--- config.mk ---
export PLATFORM = sky130hd
export DESIGN_NAME = uart_rx_fifo
export DESIGN_NICKNAME = d
export VERILOG_FILES = /design/src/rtl/uart_rx_fifo_pkg.sv /design/src/rtl/uart_rx_fifo_mem.sv /design/src/rtl/uart_rx_fifo.sv
export SDC_FILE = /design/constraint.sdc
export NUM_CORES = 1
export LEC_CHECK = 0
export CORE_MARGIN = 5
export CORE_UTILIZATION = 50
export CTS_CLUSTER_SIZE = 28
export DETAILED_ROUTE_END_ITERATION = 6
export MAX_ROUTING_LAYER = met4
export PLACE_DENSITY = 0.79
export SKIP_CTS_REPAIR_TIMING = 1
export SYNTH_ARGS = -nofsm -noshare
export SYNTH_HDL_FRONTEND = slang
export SYNTH_SLANG_ARGS = --single-unit
--- constraint.sdc ---
create_clock -name clk -period 2.4 [get_ports clk]
set_input_delay 0.24 -clock clk [delete_from_list [all_inputs] [get_ports clk]]
set_output_delay 0.24 -clock clk [all_outputs]
set_load 0.005 [all_outputs]
--- src/rtl/uart_rx_fifo_pkg.sv ---
// Shared constants for the UART receive FIFO: default geometry and ingress FSM encoding.
package uart_rx_fifo_pkg;

  localparam int AW_DEF = 4;
  localparam int DW_DEF = 8;

  localparam logic [1:0] ST_IDLE = 2'd0;
  localparam logic [1:0] ST_ACK  = 2'd1;
  localparam logic [1:0] ST_WAIT = 2'd2;

endpackage

--- src/rtl/uart_rx_fifo_mem.sv ---
// Register array of 2**AW x DW with one synchronous write port and an asynchronous
// read-by-pointer port, giving first-word-fall-through head data.
module fifo_mem_fwft
  import uart_rx_fifo_pkg::*;
#(
  parameter int AW = AW_DEF,
  parameter int DW = DW_DEF
) (
  input  logic          clk,
  input  logic          we,
  input  logic [AW-1:0] waddr,
  input  logic [DW-1:0] wdata,
  input  logic [AW-1:0] raddr,
  output logic [DW-1:0] rdata
);

  logic [DW-1:0] mem_r [2**AW];

  // Storage write; contents are intentionally not reset.
  always_ff @(posedge clk) begin
    if (we) begin
      mem_r[waddr] <= wdata;
    end
  end

  assign rdata = mem_r[raddr];

endmodule

--- src/rtl/uart_rx_fifo.sv ---
// Receive FIFO between a UART core holding register and the CPU read mux.
// Optional idle-timeout interrupt and tout port enabled by defining RXFIFO_TIMEOUT_EN.
module uart_rx_fifo
  import uart_rx_fifo_pkg::*;
#(
  parameter int AW   = AW_DEF,
  parameter int DW   = DW_DEF,
  parameter int TOUT = 1024
) (
  input  logic          clk,
  input  logic          reset,
  input  logic [DW-1:0] u_q,
  input  logic          u_dv,
  output logic          u_rd,
  input  logic          rd,
  output logic [DW-1:0] q,
  output logic [AW:0]   count,
  output logic          empty,
  output logic          full,
  input  logic [AW:0]   thr,
  output logic          irq
`ifdef RXFIFO_TIMEOUT_EN
  ,
  output logic          tout
`endif
);

  localparam logic [AW:0] DEPTH = {1'b1, {AW{1'b0}}};
  localparam logic [AW:0] ONE   = {{AW{1'b0}}, 1'b1};

  logic [1:0]    state_r;
  logic [AW-1:0] wr_ptr_r;
  logic [AW-1:0] rd_ptr_r;
  logic [AW:0]   count_r;
  logic [AW:0]   count_nxt_s;
  logic          empty_r;
  logic          full_r;
  logic          u_rd_r;
  logic          irq_r;
  logic          push_s;
  logic          pop_s;
  logic          thr_hit_s;

  // Full is judged on the registered count, so a same-cycle pop never frees a slot early.
  assign push_s    = (state_r == ST_IDLE) & u_dv & ~full_r & ~reset;
  assign pop_s     = rd & ~empty_r;
  assign thr_hit_s = (thr != {(AW+1){1'b0}}) & (count_r >= thr);

  // Next occupancy from the push/pop pair.
  always_comb begin
    count_nxt_s = count_r;
    case ({push_s, pop_s})
      2'b10:   count_nxt_s = count_r + ONE;
      2'b01:   count_nxt_s = count_r - ONE;
      default: count_nxt_s = count_r;
    endcase
  end

  // Ingress handshake FSM and the one-cycle acknowledge to the core.
  always_ff @(posedge clk) begin
    if (reset) begin
      state_r <= ST_IDLE;
      u_rd_r  <= 1'b0;
    end else begin
      u_rd_r <= push_s;
      case (state_r)
        ST_IDLE: state_r <= push_s ? ST_ACK : ST_IDLE;
        ST_ACK:  state_r <= ST_WAIT;
        ST_WAIT: state_r <= u_dv ? ST_WAIT : ST_IDLE;
        default: state_r <= ST_IDLE;
      endcase
    end
  end

  // Pointers and occupancy flags, all updated together so they stay consistent.
  always_ff @(posedge clk) begin
    if (reset) begin
      wr_ptr_r <= {AW{1'b0}};
      rd_ptr_r <= {AW{1'b0}};
      count_r  <= {(AW+1){1'b0}};
      empty_r  <= 1'b1;
      full_r   <= 1'b0;
    end else begin
      if (push_s) wr_ptr_r <= wr_ptr_r + {{(AW-1){1'b0}}, 1'b1};
      if (pop_s)  rd_ptr_r <= rd_ptr_r + {{(AW-1){1'b0}}, 1'b1};
      count_r <= count_nxt_s;
      empty_r <= (count_nxt_s == {(AW+1){1'b0}});
      full_r  <= (count_nxt_s == DEPTH);
    end
  end

`ifdef RXFIFO_TIMEOUT_EN
  // One extra bit beyond clog2(TOUT) so the counter can actually hold TOUT.
  localparam int          TW     = $clog2(TOUT + 1);
  localparam logic [TW-1:0] TOUT_C = TW'(TOUT);

  logic [TW-1:0] idle_cnt_r;
  logic          tout_s;

  assign tout_s = (idle_cnt_r == TOUT_C);
  assign tout   = tout_s;

  // Idle timer and interrupt: clears on any traffic or when empty, saturates at TOUT.
  always_ff @(posedge clk) begin
    if (reset) begin
      idle_cnt_r <= {TW{1'b0}};
      irq_r      <= 1'b0;
    end else begin
      if (push_s | pop_s | empty_r) begin
        idle_cnt_r <= {TW{1'b0}};
      end else if (!tout_s) begin
        idle_cnt_r <= idle_cnt_r + {{(TW-1){1'b0}}, 1'b1};
      end else begin
        idle_cnt_r <= idle_cnt_r;
      end
      irq_r <= thr_hit_s | tout_s;
    end
  end
`else
  // Threshold interrupt, one cycle behind the registered count.
  always_ff @(posedge clk) begin
    if (reset) begin
      irq_r <= 1'b0;
    end else begin
      irq_r <= thr_hit_s;
    end
  end
`endif

  fifo_mem_fwft #(.AW(AW), .DW(DW)) u_mem (
    .clk   (clk),
    .we    (push_s),
    .waddr (wr_ptr_r),
    .wdata (u_q),
    .raddr (rd_ptr_r),
    .rdata (q)
  );

  assign u_rd  = u_rd_r;
  assign count = count_r;
  assign empty = empty_r;
  assign full  = full_r;
  assign irq   = irq_r;

endmodule

; ---- Word level (Yosys, flattened, before mapping)
; Memory sizes are Yosys's and may differ from the RTL's. A register that Yosys moved wholly into a read port is not among the register bits.
; Cells that the tools add are included.
[totals]
ff_bits = 19
latchBits = 0
ramBits = 128
mem_bits_ro = 0
out_inout_bits = 17
word_cells = 38
memories = 1
[classes]
n_addsub = 4
n_mul = 0
n_div = 0
n_lt_le_gt_ge = 1
n_eq_ne = 5
shifts = 0
muxes = 8
bitwise_logic = 8
n_reduce_logical = 3
[memory_table]
columns = memory, words, word_bits, rd, rd_clocked_by_memory_dff, write_ports, line_no
row1 = u_mem.mem_r, 16, 8, 1, 1, 1, uart_rx_fifo_mem.sv:17  ; logic [DW-1:0] mem_r [2**AW];
[ops]
columns = op, count
row1 = case mux 5 bit (2 select lines), 1
row2 = adder 4 x 1 -> 4 bit (second input constant), 2
row3 = 2-to-1 mux 4 bit, 2
row4 = case mux 2 bit (3 select lines), 1
row5 = adder 5 x 1 -> 5 bit (second input constant), 1
row6 = bitwise AND 1 bit, 5
row7 = equality test 5 bit (second input constant), 1
row8 = greater-or-equal comparator 5 bit, 1
row9 = zero test 5 bit, 1
row10 = nonzero test 5 bit, 1
row11 = subtractor 5 x 1 -> 5 bit (second input constant), 1
row12 = equality test 2 x 1 -> 1 bit (second input constant), 2
row13 = equality test 2 bit (second input constant), 2
row14 = 2-to-1 mux 1 bit, 3
row15 = inverter 1 bit, 3
row16 = zero test 2 bit, 1
row17 = 2-to-1 mux 2 bit, 1

; ---- Depth between registers and ports, before layout
[logic_depth]
depth_word = 7
mapped_depth = 11

; ---- Cells and area by module
; A second synthesis with hierarchy kept.
[unflattened]
hier_cells = 333
hier_area_um2 = 6000.8
[by_module_without_submodules]
columns = mod, instances, cells_each, area_per_inst_um2, seq_area_each_um2
row1 = fifo_mem_fwft, 1, 221, 4987.3, 3843.7
row2 = uart_rx_fifo, 1, 112, 1013.5, 380.4

; ---- Least setup slack after synthesis
; No wires, ideal clock.
[synth_timing]
path_kind = register -> register
startpoint = register state_r[0]
endpoint = register empty_r, in the netlist empty
t_arrival_ps = 2395
t_required_ps = 2284
setup_slack_ps = -111
stages_incl_launch_ff = 12
path_buffers = 0
period_less_slack_ps = 2511
path_cell_list = dfxtp_1 > nand2b_1 > nor4_4 > inv_1 > ha_1 > xor2_1 > ha_1 > a21oi_1 > mux2i_1 > xnor2_1 > and2_1 > a31o_2
[synth_via]
elab_chain_cells = 7
elab_cells_between_ends = 8
classes_between = 2 x eq/ne / 1 x mux / 3 x bitwise / 2 x reduce/logical
[synth_lines]
columns = element, line_no
row1 = from (decl), uart_rx_fifo.sv:31  ; logic [1:0] state_r;
row2 = from (signal assigned), uart_rx_fifo.sv:67  ; ST_IDLE: state_r <= push_s ? ST_ACK : ST_IDLE;
row3 = from (signal assigned), uart_rx_fifo.sv:69  ; ST_WAIT: state_r <= u_dv ? ST_WAIT : ST_IDLE;
row4 = zero test 2 bit (*), uart_rx_fifo.sv:45  ; assign push_s = (state_r == ST_IDLE) & u_dv & ~full_r & ~reset;
row5 = bitwise AND 1 bit (*) (3 in a row), uart_rx_fifo.sv:45
row6 = equality test 2 x 1 -> 1 bit / equality test 2 bit (equally long branches), uart_rx_fifo.sv:52  ; case ({push_s, pop_s})
row7 = case mux 5 bit (2 select lines) (*), uart_rx_fifo.sv:52
row8 = zero test 5 bit (*), uart_rx_fifo.sv:87  ; empty_r <= (count_nxt_s == {(AW+1){1'b0}});
row9 = to (signal assigned), uart_rx_fifo.sv:87
row10 = to (decl), uart_rx_fifo.sv:36  ; logic empty_r;
; Mark *: on every way between the ends. The rest lies on a longest branch, timed or not.
; A chain may end at the register's enable or synchronous reset.

==> impl_metrics.csv <==
group,metric,value,unit
clock_network,cts-htree-levels,4,
worst_setup_path,critPathCaptureType,"output port",
timing,max_freq,395,MHz
place,hpwl,7580,microns
pwr,peakVddDrop,0.455,mV
drt,wl_met3,557,microns
floorplan,initial_core_util,0.512,
layout,layout-drive-gt1-share,0.307,
clock_network,cts-root-buf,"clkbuf_16",
synthesis,synth_seq_area_share,0.700,
drt,drc_errors,0,
synthesis,yosys.area_share.simple,0.0521,
timing,relSlewSlack,0.608,
drt,routed_wirelength,12800,microns
grt,grt_pass1_wl,18900,microns
synthesis,synth-main-ff-cell,"edfxtp_1",
clock_network,numCtsBuffers,17,
worst_setup_path,cp.arrival,2290,ps
layout,final_cells,571,
drt,dr_wl_met2,6980,microns
layout,syn_to_final_growth,24.7,%
grt,grt_pass1_vias,3405,
synthesis,synth-seq-cells,151,
drt,wl_per_cell,22.4,microns
floorplan,placementRows,40,
synthesis,async_flop_share,0,
min_path,hold_path.class,"primary input to flop",
layout,final_cell_area,7670,sq um
layout,fillers,826,
pwr,seq_power_share,0.428,
floorplan,die_h,121,microns
timing,min_period,2530,ps
timing,setup_viol,8,
timing,worst_slew_pin_slew,587,ps
grt,grt.total_usage,0.181,
timing,maxSlewViolCount,0,
pwr,p_leak,2.62,nW
synthesis,synth_cells,324,
drt,num_vias,3264,
timing,rsz0062_at_grt,"true",
place,routabilityCongestion,0.798,
worst_setup_path,crit_type,"flop to output port",
synthesis,synth_area_leaders,"edfxtp_1 63%, mux4_1 10%, dfxtp_1 7.5%",
worst_setup_path,path_max_fanout,5,
worst_setup_path,cp-start-kind,"flop",
synthesis,synth_nets,354,
synthesis,syn_area,6150,sq um
synthesis,synth.distinct_cells,35,
drt,via_per_inst,5.72,
pwr,p_sw_frac,0.219,
timing,setup_ws,-133,ps
pwr,p_total,0.00699,W
synthesis,synth-xor-area-share,0.0142,
drt,drt_iter0_markers,203,
synthesis,synth_top_area_frac,0.625,
floorplan,core,12000,sq um
grt,grt_max_degree,33,
grt,antenna_found_initial,0,
layout,diodes,0,
timing,fin_hold_ws,493,ps
clock_network,clkSinkCount,151,
clock_network,cts_tree,"yes",
synthesis,synthAdderAreaFrac,0.0264,
clock_network,clock_latency,410,ps
drt,wl_met1,5140,microns
timing,fin_crit_sh,1.06,
place,post_dp_cell_area,6860,sq um
clock_network,cts_buffer_depth,2,
place,io_buffers,33,
timing,hold_viol_final,0,
synthesis,synth_top_family_by_area,"multiplexers",
run_status,status,"finished with violations",
place,place_inst,522,
layout,finalNetCount,442,
timing,clock_skew,12.1,ps
run,maxCapViolations,0,
run_status,violations,"setup timing",
synthesis,synthMuxAreaShare,0.166,
grt,overflow,0,
floorplan,io_pins,34,
synthesis,ys_warn_count,0,
synthesis,synth_edf_count,128,
floorplan,die_area,14600,sq um
drt,drt_pass1_iterations,4,
pwr,switching_power,0.00153,W
pwr,power_density,911,nW/um^2
pwr,power_frac_comb,0.165,
synthesis,avgSynthCellArea,19.0,sq um
pwr,p_clk_frac,0.407,
clock_network,cts.clk_slew.worst_paths,60,ps
drt,highest_layer,"met4",
worst_setup_path,required,2160,ps
synthesis,synth_compound_area_frac,0.0197,
pwr,p_int,0.00546,W
synthesis,synth_largest_area_cell,"edfxtp_1",
floorplan,die_x,121,microns
drt,ant_nets,0,
kinds of logic after synthesis:
| family | Yosys count |
|---|---|
| DFF | 151 |
| and+or+nand+nor | 64 |
| muxes | 43 |
| buffers and inverters | 23 |
| AOI/OAI and AO/OA | 20 |
| adders and majority gates | 13 |
| xor gates and xnor gates | 10 |
power groups by stage:
stage / Sequential (W) / Combinational (W) / Clock [W]
after floorplan: 0.00301 / 0.000596 / 0
after detailed placement: 0.00302 / 0.000904 / 0
after global routing: 0.00300 / 0.00124 / 0.00302
after global placement: 0.00302 / 0.000883 / 0
after CTS: 0.00297 / 0.000912 / 0.00288
final: 0.00299 / 0.00115 / 0.00285
worst max-delay path: stages (launching register included):
cell and delay (ps):
dfxtp_4 430, clkbuf_16 160, buf_8 110, mux4_2 530, mux4_2 520, clkbuf_2 140
path summary, 6_finish.rpt:
path / startpoint / end / slack (ps) / cells past startpoint
max: flop / q[6] / -130 / 5
max reg2reg: state_r[0] / full / 60 / 11
min: u_dv / u_rd / 490 / 3
min reg2reg: state_r[0] / state_r[1] / 510 / 2
cell type report:
class / count / area (sq um) / share of cell area
Multi-Input combinational cell: 150 / 1700 / 0.221
Inverter: 9 / 33.8 / 0.00441
Clock buffer: 19 / 433 / 0.0565
Tap cell: 147 / 184 / 0.0240
Clock inverter: 12 / 199 / 0.0260
Timing Repair Buffer: 83 / 811 / 0.106
Sequential cell: 151 / 4310 / 0.562
cells in the mapped netlist, types with 2 or more instances:
cell      count
edfxtp_1    128
nor2_1       28
mux4_1       24
dfxtp_1      23
mux4_2       16
ha_1         13
inv_1         9
nand2_1       9
clkbuf_1      7
a21oi_1       6
nand2b_1      6
nor2b_1       6
xor2_1        6
nor3_1        5
o21ai_0       5
xnor2_1       4
buf_1         3
mux2i_1       3
a21o_1        2
a31oi_1       2
buf_8         2
nand4_1       2
nor4_1        2
o31ai_1       2
sequential cells by signal, summed over array words and instances (netlist names), named ones only:
register     flops
count            5
empty            1
full             1
irq              1
rd_ptr_r         4
state_r          2
u_mem.mem_r    128
u_rd             1
wr_ptr_r         4
layout by cell type (no fill, tap or decap), drive strengths merged, types with 2 or more instances in the layout:
| master | n |
|---|---|
| edfxtp | 128 |
| buf | 48 |
| mux4 | 40 |
| clkbuf | 29 |
| nor2 | 28 |
| clkdlybuf4s50 | 25 |
| dfxtp | 23 |
| ha | 13 |
| inv | 11 |
| nand2 | 9 |
| nor2b | 6 |
| xor2 | 6 |
| nand2b | 6 |
| a21oi | 6 |
| nor3 | 5 |
| o21ai | 5 |
| bufinv | 5 |
| xnor2 | 4 |
| clkinv | 4 |
| mux2i | 3 |
| nor4 | 3 |
| a21o | 2 |
| a31oi | 2 |
| nand4 | 2 |
| o31ai | 2 |
metrics by stage:
step,util,TNS (ps),worst slack (ps)
3_5_place_dp,0.571,-898,-360
2_1_floorplan,-,0,6.48
4_1_cts,0.624,-3270,-464
3_3_place_gp,0.571,-521,-195
6_report,0.638,-769,-133
5_1_grt,0.638,-1360,-201
per-layer routing:
layer  up-vias  GRT usage
met1      1687      0.213
li1       1462          -
met5         -          -
met4         0     0.0404
met3         8     0.0429
met2       107      0.318
(Power assumes the default switching activity.)
